===== src/rtl/axi_window_pkg.sv =====
// rtl/axi_window_pkg.sv - response codes and error FSM states for the AXI address window
package axi_window_pkg;

    localparam logic [1:0] RESP_OKAY   = 2'b00;
    localparam logic [1:0] RESP_DECERR = 2'b11;

    typedef enum logic [1:0] {
        W_IDLE = 2'd0,
        W_SINK = 2'd1,
        W_RESP = 2'd2
    } w_state_e;

    typedef enum logic {
        R_IDLE = 1'b0,
        R_ERR  = 1'b1
    } r_state_e;

endpackage


===== src/rtl/axi_mem_window_if.sv =====
// rtl/axi_mem_window_if.sv - AXI4 channel bundle with master/slave views
interface axi_mem_window_if #(
    parameter int ADDR_W = 32,
    parameter int DATA_W = 64,
    parameter int ID_W   = 6
);
    localparam int STRB_W = DATA_W / 8;

    logic              aw_valid, aw_ready;
    logic [ADDR_W-1:0] aw_addr;
    logic [ID_W-1:0]   aw_id;
    logic [7:0]        aw_len;
    logic [2:0]        aw_size;
    logic [1:0]        aw_burst;
    logic              aw_lock;
    logic [3:0]        aw_cache;
    logic [2:0]        aw_prot;
    logic [3:0]        aw_qos;

    logic              ar_valid, ar_ready;
    logic [ADDR_W-1:0] ar_addr;
    logic [ID_W-1:0]   ar_id;
    logic [7:0]        ar_len;
    logic [2:0]        ar_size;
    logic [1:0]        ar_burst;
    logic              ar_lock;
    logic [3:0]        ar_cache;
    logic [2:0]        ar_prot;
    logic [3:0]        ar_qos;

    logic              w_valid, w_ready, w_last;
    logic [DATA_W-1:0] w_data;
    logic [STRB_W-1:0] w_strb;

    logic              b_valid, b_ready;
    logic [ID_W-1:0]   b_id;
    logic [1:0]        b_resp;

    logic              r_valid, r_ready, r_last;
    logic [ID_W-1:0]   r_id;
    logic [DATA_W-1:0] r_data;
    logic [1:0]        r_resp;

    modport master (
        output aw_valid, aw_addr, aw_id, aw_len, aw_size, aw_burst, aw_lock, aw_cache, aw_prot, aw_qos,
        input  aw_ready,
        output ar_valid, ar_addr, ar_id, ar_len, ar_size, ar_burst, ar_lock, ar_cache, ar_prot, ar_qos,
        input  ar_ready,
        output w_valid, w_data, w_strb, w_last,
        input  w_ready,
        input  b_valid, b_id, b_resp,
        output b_ready,
        input  r_valid, r_id, r_data, r_resp, r_last,
        output r_ready
    );

    modport slave (
        input  aw_valid, aw_addr, aw_id, aw_len, aw_size, aw_burst, aw_lock, aw_cache, aw_prot, aw_qos,
        output aw_ready,
        input  ar_valid, ar_addr, ar_id, ar_len, ar_size, ar_burst, ar_lock, ar_cache, ar_prot, ar_qos,
        output ar_ready,
        input  w_valid, w_data, w_strb, w_last,
        output w_ready,
        output b_valid, b_id, b_resp,
        input  b_ready,
        output r_valid, r_id, r_data, r_resp, r_last,
        input  r_ready
    );

endinterface


===== src/rtl/axi_window_err_slave.sv =====
// rtl/axi_window_err_slave.sv - local DECERR terminator for out-of-window bursts
module axi_window_err_slave
    import axi_window_pkg::*;
#(
    parameter int ID_W = 6
) (
    input  logic            clock,
    input  logic            reset_n,
    input  logic            aw_miss,
    input  logic [ID_W-1:0] aw_id,
    input  logic            w_beat,
    input  logic            w_last,
    input  logic            b_hs,
    input  logic            ar_miss,
    input  logic [ID_W-1:0] ar_id,
    input  logic [7:0]      ar_len,
    input  logic            r_hs,
    output logic            w_idle,
    output logic            w_sink,
    output logic            b_valid,
    output logic [ID_W-1:0] b_id,
    output logic            r_idle,
    output logic            r_valid,
    output logic            r_last,
    output logic [ID_W-1:0] r_id
);

    w_state_e   w_state;
    r_state_e   r_state;
    logic [7:0] beats;

    // Write side: swallow the data beats of a missed burst, then answer with one DECERR.
    always_ff @(posedge clock or negedge reset_n) begin
        if (!reset_n) begin
            w_state <= W_IDLE;
            b_id    <= '0;
        end else begin
            case (w_state)
                W_IDLE: if (aw_miss) begin
                    w_state <= W_SINK;
                    b_id    <= aw_id;
                end
                W_SINK: if (w_beat && w_last) w_state <= W_RESP;
                W_RESP: if (b_hs) w_state <= W_IDLE;
                default: w_state <= W_IDLE;
            endcase
        end
    end

    // Read side: emit len+1 zero-data DECERR beats, counting down to the last one.
    always_ff @(posedge clock or negedge reset_n) begin
        if (!reset_n) begin
            r_state <= R_IDLE;
            r_id    <= '0;
            beats   <= '0;
        end else if (r_state == R_IDLE) begin
            if (ar_miss) begin
                r_state <= R_ERR;
                r_id    <= ar_id;
                beats   <= ar_len;
            end
        end else if (r_hs) begin
            if (beats == 8'd0) r_state <= R_IDLE;
            else               beats   <= beats - 8'd1;
        end
    end

    assign w_idle  = (w_state == W_IDLE);
    assign w_sink  = (w_state == W_SINK);
    assign b_valid = (w_state == W_RESP);
    assign r_idle  = (r_state == R_IDLE);
    assign r_valid = (r_state == R_ERR);
    assign r_last  = (beats == 8'd0);

endmodule


===== src/rtl/axi_mem_window.sv =====
// rtl/axi_mem_window.sv - AXI4 address-window bridge with local DECERR for misses
module axi_mem_window
    import axi_window_pkg::*;
#(
    parameter int                ADDR_W          = 32,
    parameter int                DATA_W          = 64,
    parameter int                ID_W            = 6,
    parameter int                WIN_BITS        = 28,
    parameter logic [ADDR_W-1:0] IN_BASE         = 32'h8000_0000,
    parameter logic [ADDR_W-1:0] OUT_BASE        = 32'h1000_0000,
    parameter int                MAX_OUTSTANDING = 8
) (
    input  logic                clock,
    input  logic                reset_n,
    axi_mem_window_if.slave     s,
    axi_mem_window_if.master    m,
    output logic [15:0]         decerr_cnt,
    output logic [ADDR_W-1:0]   decerr_addr
);

    localparam int               CNT_W   = $clog2(MAX_OUTSTANDING + 1);
    localparam logic [CNT_W-1:0] CNT_MAX = CNT_W'(MAX_OUTSTANDING);
    localparam logic [CNT_W-1:0] CNT_ONE = CNT_W'(1);

    logic [CNT_W-1:0] wr_cnt, rd_cnt;
    logic             aw_hit, ar_hit, aw_fwd_ok, ar_fwd_ok, aw_miss_ok, ar_miss_ok;
    logic             aw_miss_acc, ar_miss_acc, w_beat, b_err_hs, r_err_hs;
    logic             wr_inc, wr_dec, rd_inc, rd_dec;
    logic             w_idle, w_sink, err_b_valid, r_idle, err_r_valid, err_r_last;
    logic [ID_W-1:0]  err_b_id, err_r_id;
    logic [1:0]       miss_inc;
    logic [16:0]      decerr_sum;

    assign aw_hit = (s.aw_addr[ADDR_W-1:WIN_BITS] == IN_BASE[ADDR_W-1:WIN_BITS]);
    assign ar_hit = (s.ar_addr[ADDR_W-1:WIN_BITS] == IN_BASE[ADDR_W-1:WIN_BITS]);

    // A miss waits for an empty pipe so its error response cannot overtake forwarded ones.
    assign aw_fwd_ok  = reset_n && w_idle && (wr_cnt < CNT_MAX);
    assign ar_fwd_ok  = reset_n && r_idle && (rd_cnt < CNT_MAX);
    assign aw_miss_ok = reset_n && w_idle && (wr_cnt == '0);
    assign ar_miss_ok = reset_n && r_idle && (rd_cnt == '0);

    assign m.aw_valid = s.aw_valid && aw_hit && aw_fwd_ok;
    assign s.aw_ready = aw_hit ? (aw_fwd_ok && m.aw_ready) : aw_miss_ok;
    assign m.aw_addr  = {OUT_BASE[ADDR_W-1:WIN_BITS], s.aw_addr[WIN_BITS-1:0]};
    assign m.aw_id    = s.aw_id;
    assign m.aw_len   = s.aw_len;
    assign m.aw_size  = s.aw_size;
    assign m.aw_burst = s.aw_burst;
    assign m.aw_lock  = s.aw_lock;
    assign m.aw_cache = s.aw_cache;
    assign m.aw_prot  = s.aw_prot;
    assign m.aw_qos   = s.aw_qos;

    assign m.ar_valid = s.ar_valid && ar_hit && ar_fwd_ok;
    assign s.ar_ready = ar_hit ? (ar_fwd_ok && m.ar_ready) : ar_miss_ok;
    assign m.ar_addr  = {OUT_BASE[ADDR_W-1:WIN_BITS], s.ar_addr[WIN_BITS-1:0]};
    assign m.ar_id    = s.ar_id;
    assign m.ar_len   = s.ar_len;
    assign m.ar_size  = s.ar_size;
    assign m.ar_burst = s.ar_burst;
    assign m.ar_lock  = s.ar_lock;
    assign m.ar_cache = s.ar_cache;
    assign m.ar_prot  = s.ar_prot;
    assign m.ar_qos   = s.ar_qos;

    assign m.w_valid = reset_n && s.w_valid && !w_sink;
    assign s.w_ready = reset_n && (w_sink || m.w_ready);
    assign m.w_data  = s.w_data;
    assign m.w_strb  = s.w_strb;
    assign m.w_last  = s.w_last;

    assign s.b_valid = reset_n && (w_idle ? m.b_valid : err_b_valid);
    assign s.b_id    = w_idle ? m.b_id : err_b_id;
    assign s.b_resp  = w_idle ? m.b_resp : RESP_DECERR;
    assign m.b_ready = reset_n && w_idle && s.b_ready;

    assign s.r_valid = reset_n && (r_idle ? m.r_valid : err_r_valid);
    assign s.r_id    = r_idle ? m.r_id : err_r_id;
    assign s.r_data  = r_idle ? m.r_data : {DATA_W{1'b0}};
    assign s.r_resp  = r_idle ? m.r_resp : RESP_DECERR;
    assign s.r_last  = r_idle ? m.r_last : err_r_last;
    assign m.r_ready = reset_n && r_idle && s.r_ready;

    assign aw_miss_acc = s.aw_valid && s.aw_ready && !aw_hit;
    assign ar_miss_acc = s.ar_valid && s.ar_ready && !ar_hit;
    assign w_beat      = w_sink && s.w_valid && s.w_ready;
    assign b_err_hs    = !w_idle && s.b_valid && s.b_ready;
    assign r_err_hs    = !r_idle && s.r_valid && s.r_ready;

    assign wr_inc = m.aw_valid && m.aw_ready;
    assign wr_dec = m.b_valid && m.b_ready;
    assign rd_inc = m.ar_valid && m.ar_ready;
    assign rd_dec = m.r_valid && m.r_ready && m.r_last;

    // Outstanding forwarded writes: one per AW, retired by its B.
    always_ff @(posedge clock or negedge reset_n) begin
        if (!reset_n)               wr_cnt <= '0;
        else if (wr_inc && !wr_dec) wr_cnt <= wr_cnt + CNT_ONE;
        else if (!wr_inc && wr_dec) wr_cnt <= wr_cnt - CNT_ONE;
    end

    // Outstanding forwarded reads: one per AR, retired by its final R beat.
    always_ff @(posedge clock or negedge reset_n) begin
        if (!reset_n)               rd_cnt <= '0;
        else if (rd_inc && !rd_dec) rd_cnt <= rd_cnt + CNT_ONE;
        else if (!rd_inc && rd_dec) rd_cnt <= rd_cnt - CNT_ONE;
    end

    assign miss_inc   = {1'b0, aw_miss_acc} + {1'b0, ar_miss_acc};
    assign decerr_sum = {1'b0, decerr_cnt} + {15'd0, miss_inc};

    // Debug: saturating miss count and the last missed address (AR wins a tie).
    always_ff @(posedge clock or negedge reset_n) begin
        if (!reset_n) begin
            decerr_cnt  <= '0;
            decerr_addr <= '0;
        end else begin
            decerr_cnt <= decerr_sum[16] ? 16'hFFFF : decerr_sum[15:0];
            if (ar_miss_acc)      decerr_addr <= s.ar_addr;
            else if (aw_miss_acc) decerr_addr <= s.aw_addr;
        end
    end

    axi_window_err_slave #(.ID_W(ID_W)) u_err (
        .clock   (clock),
        .reset_n (reset_n),
        .aw_miss (aw_miss_acc),
        .aw_id   (s.aw_id),
        .w_beat  (w_beat),
        .w_last  (s.w_last),
        .b_hs    (b_err_hs),
        .ar_miss (ar_miss_acc),
        .ar_id   (s.ar_id),
        .ar_len  (s.ar_len),
        .r_hs    (r_err_hs),
        .w_idle  (w_idle),
        .w_sink  (w_sink),
        .b_valid (err_b_valid),
        .b_id    (err_b_id),
        .r_idle  (r_idle),
        .r_valid (err_r_valid),
        .r_last  (err_r_last),
        .r_id    (err_r_id)
    );

endmodule


===== src/flat_wrapper.sv =====
// flat-port wrapper written by rule: the top's interface ports become plain ports
module axi_mem_window_flat import axi_window_pkg::*;
#(
    parameter int                ADDR_W          = 32,
    parameter int                DATA_W          = 64,
    parameter int                ID_W            = 6,
    parameter int                WIN_BITS        = 28,
    parameter logic [ADDR_W-1:0] IN_BASE         = 32'h8000_0000,
    parameter logic [ADDR_W-1:0] OUT_BASE        = 32'h1000_0000,
    parameter int                MAX_OUTSTANDING = 8
)
  (clock, reset_n, decerr_cnt, decerr_addr, s_aw_valid, s_aw_addr, s_aw_id, s_aw_len, s_aw_size, s_aw_burst, s_aw_lock, s_aw_cache, s_aw_prot, s_aw_qos, s_aw_ready, s_ar_valid, s_ar_addr, s_ar_id, s_ar_len, s_ar_size, s_ar_burst, s_ar_lock, s_ar_cache, s_ar_prot, s_ar_qos, s_ar_ready, s_w_valid, s_w_data, s_w_strb, s_w_last, s_w_ready, s_b_valid, s_b_id, s_b_resp, s_b_ready, s_r_valid, s_r_id, s_r_data, s_r_resp, s_r_last, s_r_ready, m_aw_valid, m_aw_addr, m_aw_id, m_aw_len, m_aw_size, m_aw_burst, m_aw_lock, m_aw_cache, m_aw_prot, m_aw_qos, m_aw_ready, m_ar_valid, m_ar_addr, m_ar_id, m_ar_len, m_ar_size, m_ar_burst, m_ar_lock, m_ar_cache, m_ar_prot, m_ar_qos, m_ar_ready, m_w_valid, m_w_data, m_w_strb, m_w_last, m_w_ready, m_b_valid, m_b_id, m_b_resp, m_b_ready, m_r_valid, m_r_id, m_r_data, m_r_resp, m_r_last, m_r_ready);
  axi_mem_window_if #(.ADDR_W(ADDR_W), .DATA_W(DATA_W), .ID_W(ID_W)) s_i ();
  axi_mem_window_if #(.ADDR_W(ADDR_W), .DATA_W(DATA_W), .ID_W(ID_W)) m_i ();
  input  logic clock;
  input  logic reset_n;
  output logic [15:0] decerr_cnt;
  output logic [ADDR_W-1:0] decerr_addr;
  input wire logic [$bits(s_i.aw_valid)-1:0] s_aw_valid;
  input wire logic [$bits(s_i.aw_addr)-1:0] s_aw_addr;
  input wire logic [$bits(s_i.aw_id)-1:0] s_aw_id;
  input wire logic [$bits(s_i.aw_len)-1:0] s_aw_len;
  input wire logic [$bits(s_i.aw_size)-1:0] s_aw_size;
  input wire logic [$bits(s_i.aw_burst)-1:0] s_aw_burst;
  input wire logic [$bits(s_i.aw_lock)-1:0] s_aw_lock;
  input wire logic [$bits(s_i.aw_cache)-1:0] s_aw_cache;
  input wire logic [$bits(s_i.aw_prot)-1:0] s_aw_prot;
  input wire logic [$bits(s_i.aw_qos)-1:0] s_aw_qos;
  output wire logic [$bits(s_i.aw_ready)-1:0] s_aw_ready;
  input wire logic [$bits(s_i.ar_valid)-1:0] s_ar_valid;
  input wire logic [$bits(s_i.ar_addr)-1:0] s_ar_addr;
  input wire logic [$bits(s_i.ar_id)-1:0] s_ar_id;
  input wire logic [$bits(s_i.ar_len)-1:0] s_ar_len;
  input wire logic [$bits(s_i.ar_size)-1:0] s_ar_size;
  input wire logic [$bits(s_i.ar_burst)-1:0] s_ar_burst;
  input wire logic [$bits(s_i.ar_lock)-1:0] s_ar_lock;
  input wire logic [$bits(s_i.ar_cache)-1:0] s_ar_cache;
  input wire logic [$bits(s_i.ar_prot)-1:0] s_ar_prot;
  input wire logic [$bits(s_i.ar_qos)-1:0] s_ar_qos;
  output wire logic [$bits(s_i.ar_ready)-1:0] s_ar_ready;
  input wire logic [$bits(s_i.w_valid)-1:0] s_w_valid;
  input wire logic [$bits(s_i.w_data)-1:0] s_w_data;
  input wire logic [$bits(s_i.w_strb)-1:0] s_w_strb;
  input wire logic [$bits(s_i.w_last)-1:0] s_w_last;
  output wire logic [$bits(s_i.w_ready)-1:0] s_w_ready;
  output wire logic [$bits(s_i.b_valid)-1:0] s_b_valid;
  output wire logic [$bits(s_i.b_id)-1:0] s_b_id;
  output wire logic [$bits(s_i.b_resp)-1:0] s_b_resp;
  input wire logic [$bits(s_i.b_ready)-1:0] s_b_ready;
  output wire logic [$bits(s_i.r_valid)-1:0] s_r_valid;
  output wire logic [$bits(s_i.r_id)-1:0] s_r_id;
  output wire logic [$bits(s_i.r_data)-1:0] s_r_data;
  output wire logic [$bits(s_i.r_resp)-1:0] s_r_resp;
  output wire logic [$bits(s_i.r_last)-1:0] s_r_last;
  input wire logic [$bits(s_i.r_ready)-1:0] s_r_ready;
  output wire logic [$bits(m_i.aw_valid)-1:0] m_aw_valid;
  output wire logic [$bits(m_i.aw_addr)-1:0] m_aw_addr;
  output wire logic [$bits(m_i.aw_id)-1:0] m_aw_id;
  output wire logic [$bits(m_i.aw_len)-1:0] m_aw_len;
  output wire logic [$bits(m_i.aw_size)-1:0] m_aw_size;
  output wire logic [$bits(m_i.aw_burst)-1:0] m_aw_burst;
  output wire logic [$bits(m_i.aw_lock)-1:0] m_aw_lock;
  output wire logic [$bits(m_i.aw_cache)-1:0] m_aw_cache;
  output wire logic [$bits(m_i.aw_prot)-1:0] m_aw_prot;
  output wire logic [$bits(m_i.aw_qos)-1:0] m_aw_qos;
  input wire logic [$bits(m_i.aw_ready)-1:0] m_aw_ready;
  output wire logic [$bits(m_i.ar_valid)-1:0] m_ar_valid;
  output wire logic [$bits(m_i.ar_addr)-1:0] m_ar_addr;
  output wire logic [$bits(m_i.ar_id)-1:0] m_ar_id;
  output wire logic [$bits(m_i.ar_len)-1:0] m_ar_len;
  output wire logic [$bits(m_i.ar_size)-1:0] m_ar_size;
  output wire logic [$bits(m_i.ar_burst)-1:0] m_ar_burst;
  output wire logic [$bits(m_i.ar_lock)-1:0] m_ar_lock;
  output wire logic [$bits(m_i.ar_cache)-1:0] m_ar_cache;
  output wire logic [$bits(m_i.ar_prot)-1:0] m_ar_prot;
  output wire logic [$bits(m_i.ar_qos)-1:0] m_ar_qos;
  input wire logic [$bits(m_i.ar_ready)-1:0] m_ar_ready;
  output wire logic [$bits(m_i.w_valid)-1:0] m_w_valid;
  output wire logic [$bits(m_i.w_data)-1:0] m_w_data;
  output wire logic [$bits(m_i.w_strb)-1:0] m_w_strb;
  output wire logic [$bits(m_i.w_last)-1:0] m_w_last;
  input wire logic [$bits(m_i.w_ready)-1:0] m_w_ready;
  input wire logic [$bits(m_i.b_valid)-1:0] m_b_valid;
  input wire logic [$bits(m_i.b_id)-1:0] m_b_id;
  input wire logic [$bits(m_i.b_resp)-1:0] m_b_resp;
  output wire logic [$bits(m_i.b_ready)-1:0] m_b_ready;
  input wire logic [$bits(m_i.r_valid)-1:0] m_r_valid;
  input wire logic [$bits(m_i.r_id)-1:0] m_r_id;
  input wire logic [$bits(m_i.r_data)-1:0] m_r_data;
  input wire logic [$bits(m_i.r_resp)-1:0] m_r_resp;
  input wire logic [$bits(m_i.r_last)-1:0] m_r_last;
  output wire logic [$bits(m_i.r_ready)-1:0] m_r_ready;
  assign s_i.aw_valid = s_aw_valid;
  assign s_i.aw_addr = s_aw_addr;
  assign s_i.aw_id = s_aw_id;
  assign s_i.aw_len = s_aw_len;
  assign s_i.aw_size = s_aw_size;
  assign s_i.aw_burst = s_aw_burst;
  assign s_i.aw_lock = s_aw_lock;
  assign s_i.aw_cache = s_aw_cache;
  assign s_i.aw_prot = s_aw_prot;
  assign s_i.aw_qos = s_aw_qos;
  assign s_aw_ready = s_i.aw_ready;
  assign s_i.ar_valid = s_ar_valid;
  assign s_i.ar_addr = s_ar_addr;
  assign s_i.ar_id = s_ar_id;
  assign s_i.ar_len = s_ar_len;
  assign s_i.ar_size = s_ar_size;
  assign s_i.ar_burst = s_ar_burst;
  assign s_i.ar_lock = s_ar_lock;
  assign s_i.ar_cache = s_ar_cache;
  assign s_i.ar_prot = s_ar_prot;
  assign s_i.ar_qos = s_ar_qos;
  assign s_ar_ready = s_i.ar_ready;
  assign s_i.w_valid = s_w_valid;
  assign s_i.w_data = s_w_data;
  assign s_i.w_strb = s_w_strb;
  assign s_i.w_last = s_w_last;
  assign s_w_ready = s_i.w_ready;
  assign s_b_valid = s_i.b_valid;
  assign s_b_id = s_i.b_id;
  assign s_b_resp = s_i.b_resp;
  assign s_i.b_ready = s_b_ready;
  assign s_r_valid = s_i.r_valid;
  assign s_r_id = s_i.r_id;
  assign s_r_data = s_i.r_data;
  assign s_r_resp = s_i.r_resp;
  assign s_r_last = s_i.r_last;
  assign s_i.r_ready = s_r_ready;
  assign m_aw_valid = m_i.aw_valid;
  assign m_aw_addr = m_i.aw_addr;
  assign m_aw_id = m_i.aw_id;
  assign m_aw_len = m_i.aw_len;
  assign m_aw_size = m_i.aw_size;
  assign m_aw_burst = m_i.aw_burst;
  assign m_aw_lock = m_i.aw_lock;
  assign m_aw_cache = m_i.aw_cache;
  assign m_aw_prot = m_i.aw_prot;
  assign m_aw_qos = m_i.aw_qos;
  assign m_i.aw_ready = m_aw_ready;
  assign m_ar_valid = m_i.ar_valid;
  assign m_ar_addr = m_i.ar_addr;
  assign m_ar_id = m_i.ar_id;
  assign m_ar_len = m_i.ar_len;
  assign m_ar_size = m_i.ar_size;
  assign m_ar_burst = m_i.ar_burst;
  assign m_ar_lock = m_i.ar_lock;
  assign m_ar_cache = m_i.ar_cache;
  assign m_ar_prot = m_i.ar_prot;
  assign m_ar_qos = m_i.ar_qos;
  assign m_i.ar_ready = m_ar_ready;
  assign m_w_valid = m_i.w_valid;
  assign m_w_data = m_i.w_data;
  assign m_w_strb = m_i.w_strb;
  assign m_w_last = m_i.w_last;
  assign m_i.w_ready = m_w_ready;
  assign m_i.b_valid = m_b_valid;
  assign m_i.b_id = m_b_id;
  assign m_i.b_resp = m_b_resp;
  assign m_b_ready = m_i.b_ready;
  assign m_i.r_valid = m_r_valid;
  assign m_i.r_id = m_r_id;
  assign m_i.r_data = m_r_data;
  assign m_i.r_resp = m_r_resp;
  assign m_i.r_last = m_r_last;
  assign m_r_ready = m_i.r_ready;
  axi_mem_window #(.ADDR_W(ADDR_W), .DATA_W(DATA_W), .ID_W(ID_W), .WIN_BITS(WIN_BITS), .IN_BASE(IN_BASE), .OUT_BASE(OUT_BASE), .MAX_OUTSTANDING(MAX_OUTSTANDING)) u_core (.clock(clock), .reset_n(reset_n), .s(s_i), .m(m_i), .decerr_cnt(decerr_cnt), .decerr_addr(decerr_addr));
endmodule

===== config.mk =====
export PLATFORM = sky130hd
export DESIGN_NAME = axi_mem_window_flat
export DESIGN_NICKNAME = d
export VERILOG_FILES = /design/src/rtl/axi_window_pkg.sv /design/src/rtl/axi_mem_window_if.sv /design/src/rtl/axi_window_err_slave.sv /design/src/rtl/axi_mem_window.sv /design/src/flat_wrapper.sv
export SDC_FILE = /design/constraint.sdc
export NUM_CORES = 1
export LEC_CHECK = 0
export CELL_PAD_IN_SITES_DETAIL_PLACEMENT = 1
export CELL_PAD_IN_SITES_GLOBAL_PLACEMENT = 2
export CORE_AREA = 2 2 247 249
export DETAILED_ROUTE_END_ITERATION = 8
export DIE_AREA = 0 0 249 251
export GPL_TIMING_DRIVEN = 0
export MAX_ROUTING_LAYER = met4
export PLACE_DENSITY_LB_ADDON = 0.1
export SETUP_SLACK_MARGIN = 0.02
export SLEW_MARGIN = 30
export SYNTH_ARGS = -nofsm -noshare
export SYNTH_HDL_FRONTEND = slang
export SYNTH_SLANG_ARGS = --single-unit
export TNS_END_PERCENT = 10

===== constraint.sdc =====
create_clock -name clock -period 4.2 [get_ports clock]
set_input_delay 0.84 -clock clock [delete_from_list [all_inputs] [get_ports clock]]
set_output_delay 0.84 -clock clock [all_outputs]
set_load 0.01 [all_outputs]

==> results, run 1 <==
- Grouping stages by cell kind, the critical path spends the most delay in buffers and inverters.
- In this run the cell area of the synthesized design comes to 6200 sq um.
- Of the cells placed in the final design, the portion with a size suffix greater than 1 is 0.218.
- The floorplan step set the die width to 249 um.
- Hold repair after CTS inserted 0 buffers.
- The detailed-placement wirelength estimate is 29.4 mm.
- The wire length of the first global-routing pass is between 40 and 50 mm.
- The clock input transition at the sequential cells of the worst setup and hold paths is 0.07 ns.
- The count of unresolved DRC violations after routing is 0.
- Entering global routing, the biggest net connects just over 50 pins.
- The share of the core filled with cells is 0.213.
- The final antenna-violating net count is 0.
- Before antenna repair, the detailed router went through 4 iterations.
- The critical path is of the input pin to output port type.
- The number of buffer cells added on primary ports is 507.
- The share of the synthesized area in the top cell type is 0.319.
- In this run, synthesis inferred 0 flip-flops with an integrated enable.
- Setup repair after global routing left no endpoint under its margin.
- The leading register cell type out of synthesis is dfrtp_1.
- Clock skew on the completed layout was measured at 0.00706 ns.
- The per-cell routed wire length is 17.2 um.
- The routability-driven placement congestion ratio is 0.709.
- The die covers 62500 sq um.
- The total power is roughly 0.0046 W.
- Measured against its own limit, the worst slew margin works out to 0.473.
- The proportion of synthesized chip area in sequential cells is 0.319.
- In this design, the stage delay of the slowest critical-path cell is 0.64 ns.
- The most numerous cell in the Yosys netlist is buf_4.
- The clock tree root driver cell is clkbuf_16.
- The flow ran to the end, and the final reports show no timing, DRC or antenna violations.
- Setup violations remaining at the end of the flow were counted as 0.
- The static leakage is about 5.4 nW.
- The signal on the critical path passes through clkdlybuf4s50_1 > or4b_1 > or2_2 > a21boi_0 > clkdlybuf4s50_1.
- For this configuration, the core starts out at a cell density of 0.104.
- Synthesis produced 692 cells.
- The cell type of the slowest stage on the worst timing path is clkdlybuf4s50_1.
- TritonCTS built the clock tree.
- The slew at the pin closest to its max-slew limit is 0.791 ns.
- Compared with the post-synthesis result, the final layout area differs by 105%.
- The largest fanout of any net on the critical path is 4.
- The fraction of synthesis flops using an asynchronous set or reset pin is 1.00.
- STA classifies the critical path endpoint as an output port.
- The vertical extent of the die is 251 um.
- For this block, the routed nets add up to 34.6 mm of wire.
- For the worst-skew pair, the clock arrives at the later sink with an insertion delay of between 0.3 and 0.4 ns.
- The critical path arrival is 3.12 ns.
- By count the netlist is led by 203 x buf_4, 79 x dfrtp_1, 74 x nand2_1.
- The maximum ir drop on the vdd rail is 0.138 mV.
- Subtracting the final worst setup slack from the clock period gives 3.96 ns.
- The distinct cell type count of the synthesized netlist is 50.
- TritonCTS created 9 clock buffers.
- The overall fraction of global-route tracks in use is 0.112.
- The floorplan has 90 rows.
- Of the available clock period, the critical path in the final layout requires 0.942.
- The antenna diode instance count is 0.
- In this run the mean area of a mapped cell was 8.95 sq um.
- The largest total area in the synthesized netlist belongs to dfrtp_1.
- The initial antenna violation count is 0.
- The critical path's most frequent cell is clkdlybuf4s50_1.
- Ranked by total cell area, the synthesized netlist is headed by dfrtp_1 32%, buf_4 25%, nor2b_1 6.8%.
- The count of synthesis-stage warnings from yosys is 0.
- The hold violation total from the final report is 0.
- The worst hold-check path type is input pin to async pin.
- The total of max-cap violations is 0.
- The net count reported at finish is 1523.
- The maximum level of the CTS H-tree is 3.
- The number of buffers and inverters on the critical path is 2.
- In this run the deepest clock path goes through 2 buffers.
- Setup slack on the critical path of the routed design comes to 0.243 ns.
- The total global routing overflow is 0.
- On the final layout, the worst hold slack is 0.304 ns.
- The worst setup path is launched from an input pin.
- The timing-limited maximum frequency is approximately 250 MHz.
- The data required time at the worst endpoint is 3.36 ns.
- The worst slack at placement is -1.17 ns.
- The power per cell area is 365 nW/um^2.
- The number of pins with negative max-slew slack in the final report is 0.
- The first routing iteration left 105 violations.
- The routed via count is 6516.
- The synthesized design contains 79 register bits.
- The core outline area is 59800 sq um.
- The number of global-route vias before repair was approximately 7200.
- The count of boundary I/O pins is 630.
- The via-per-instance ratio is approximately 3.2.
- The number of sinks handled by clock tree synthesis is 79.
## routing by layer
layer  track usage  up-vias  routed length (um)
met3        0.0447       12                2980
met5             -        -                   0
met4        0.0208        0                 255
met2         0.197      308               18000
li1              -     3127                   -
met1         0.119     3069               13400
## report_power, final
group	total [W]	internal [W]	leakage, nW	switching (W)
clock	0.000994	0.000599	0.162	0.000396
sequential	0.00127	0.00105	0.999	0.000226
combinational	0.00237	0.00136	4.23	0.00101
total	0.00464	0.00301	5.39	0.00163
## area by class of cell
| type | instances | area [sq um] |
|---|---|---|
| Fill cell | 6945 | 47100 |
| Timing Repair Buffer | 512 | 5140 |
| Multi-Input combinational cell | 381 | 2600 |
| Sequential cell | 79 | 1980 |
| Buffer | 224 | 1620 |
| Tap cell | 782 | 978 |
| Clock buffer | 11 | 243 |
| Clock inverter | 5 | 105 |
| Inverter | 12 | 46.3 |
## placed cells by master (no fill, tap or decap), types with 3 or more instances in the layout
cell | synthesis | layout
a21oi_1 | 8 | 8
and3_1 | 5 | 5
buf_2 | 7 | 5
buf_4 | 203 | 206
bufinv_16 | 0 | 3
clkbuf_1 | 15 | 16
clkbuf_16 | 0 | 9
clkdlybuf4s50_1 | 0 | 506
conb_1 | 2 | 8
dfrtp_1 | 79 | 79
fa_1 | 3 | 3
ha_1 | 9 | 9
inv_1 | 11 | 11
mux2_2 | 25 | 25
mux2i_1 | 41 | 41
nand2_1 | 74 | 74
nand2b_1 | 4 | 4
nand3_1 | 7 | 7
nand4_1 | 6 | 6
nor2_1 | 13 | 13
nor2b_1 | 67 | 67
nor3_1 | 7 | 7
nor4_1 | 4 | 3
o211ai_1 | 5 | 5
o21a_1 | 3 | 3
o21ai_0 | 38 | 38
o21ai_1 | 3 | 3
or2_2 | 3 | 3
or3_1 | 3 | 3
xnor2_1 | 10 | 10
xor2_1 | 7 | 7
## stage by stage
stage	instance area (sq um)	cells	TNS, ns
2_1_floorplan	6220	698	0
3_3_place_gp	12300	1987	-433.08
3_5_place_dp	12300	1988	-15.98
4_1_cts	12700	2004	0
5_1_grt	12700	2006	0
6_report	12700	2006	0
## final timing paths
kind | from | endpoint | depth (start not counted) | slack [ns]
worst max-delay path | s_aw_addr[28] | s_aw_ready | 5 | 0.24
worst min-delay path | reset_n | u_core.u_err.b_id[1] | 1 | 0.30
worst max register to register | u_core.rd_cnt[0] | u_core.decerr_cnt[5] | 11 | 0.75
worst min register to register | u_core.u_err.r_id[2] | u_core.u_err.r_id[2] | 2 | 0.47
max in group asynchronous | reset_n | u_core.u_err.r_id[3] | 2 | 3.32
min in group clock | u_core.u_err.r_id[2] | u_core.u_err.r_id[2] | 2 | 0.47
## what timing repair did
action                                  4_1_cts  5_1_grt
pin swaps                                     0        2
setup buffers                                 2        2
endpoints found under the setup margin       16       10
resized for setup                             5        3
## kinds of logic (layout without fill, tap and decap cells)
family | Yosys count | count (layout) | share of synthesized area
buffers and inverters | 238 | 764 | 0.270
and+or+nand+nor | 210 | 210 | 0.182
DFF | 79 | 79 | 0.319
AOI/OAI and AO/OA | 68 | 68 | 0.0644
muxes | 66 | 66 | 0.112
xor gates and xnor gates | 17 | 17 | 0.0240
adders and majority gates | 12 | 12 | 0.0279
other | 2 | 8 | 0.00121
## state kept, by name, summed over array words and instances, names as in the netlist
signal and flops:
u_core.u_err.beats 8, u_core.wr_cnt 4, u_core.u_err.w_state 2, u_core.u_err.b_id 6
u_core.decerr_cnt 16, u_core.rd_cnt 4, u_core.u_err.r_valid 1, u_core.decerr_addr 32
u_core.u_err.r_id 6
(Power assumes the default switching activity.)
==> run 2, diff against run 1 <==
ABC_CLOCK_PERIOD_IN_PS = 4200   (was not set)
SLEW_MARGIN = 20   (was 30)
==> results of run 2 <==
Final layout, timing and power as in run 1 (identical DEF).
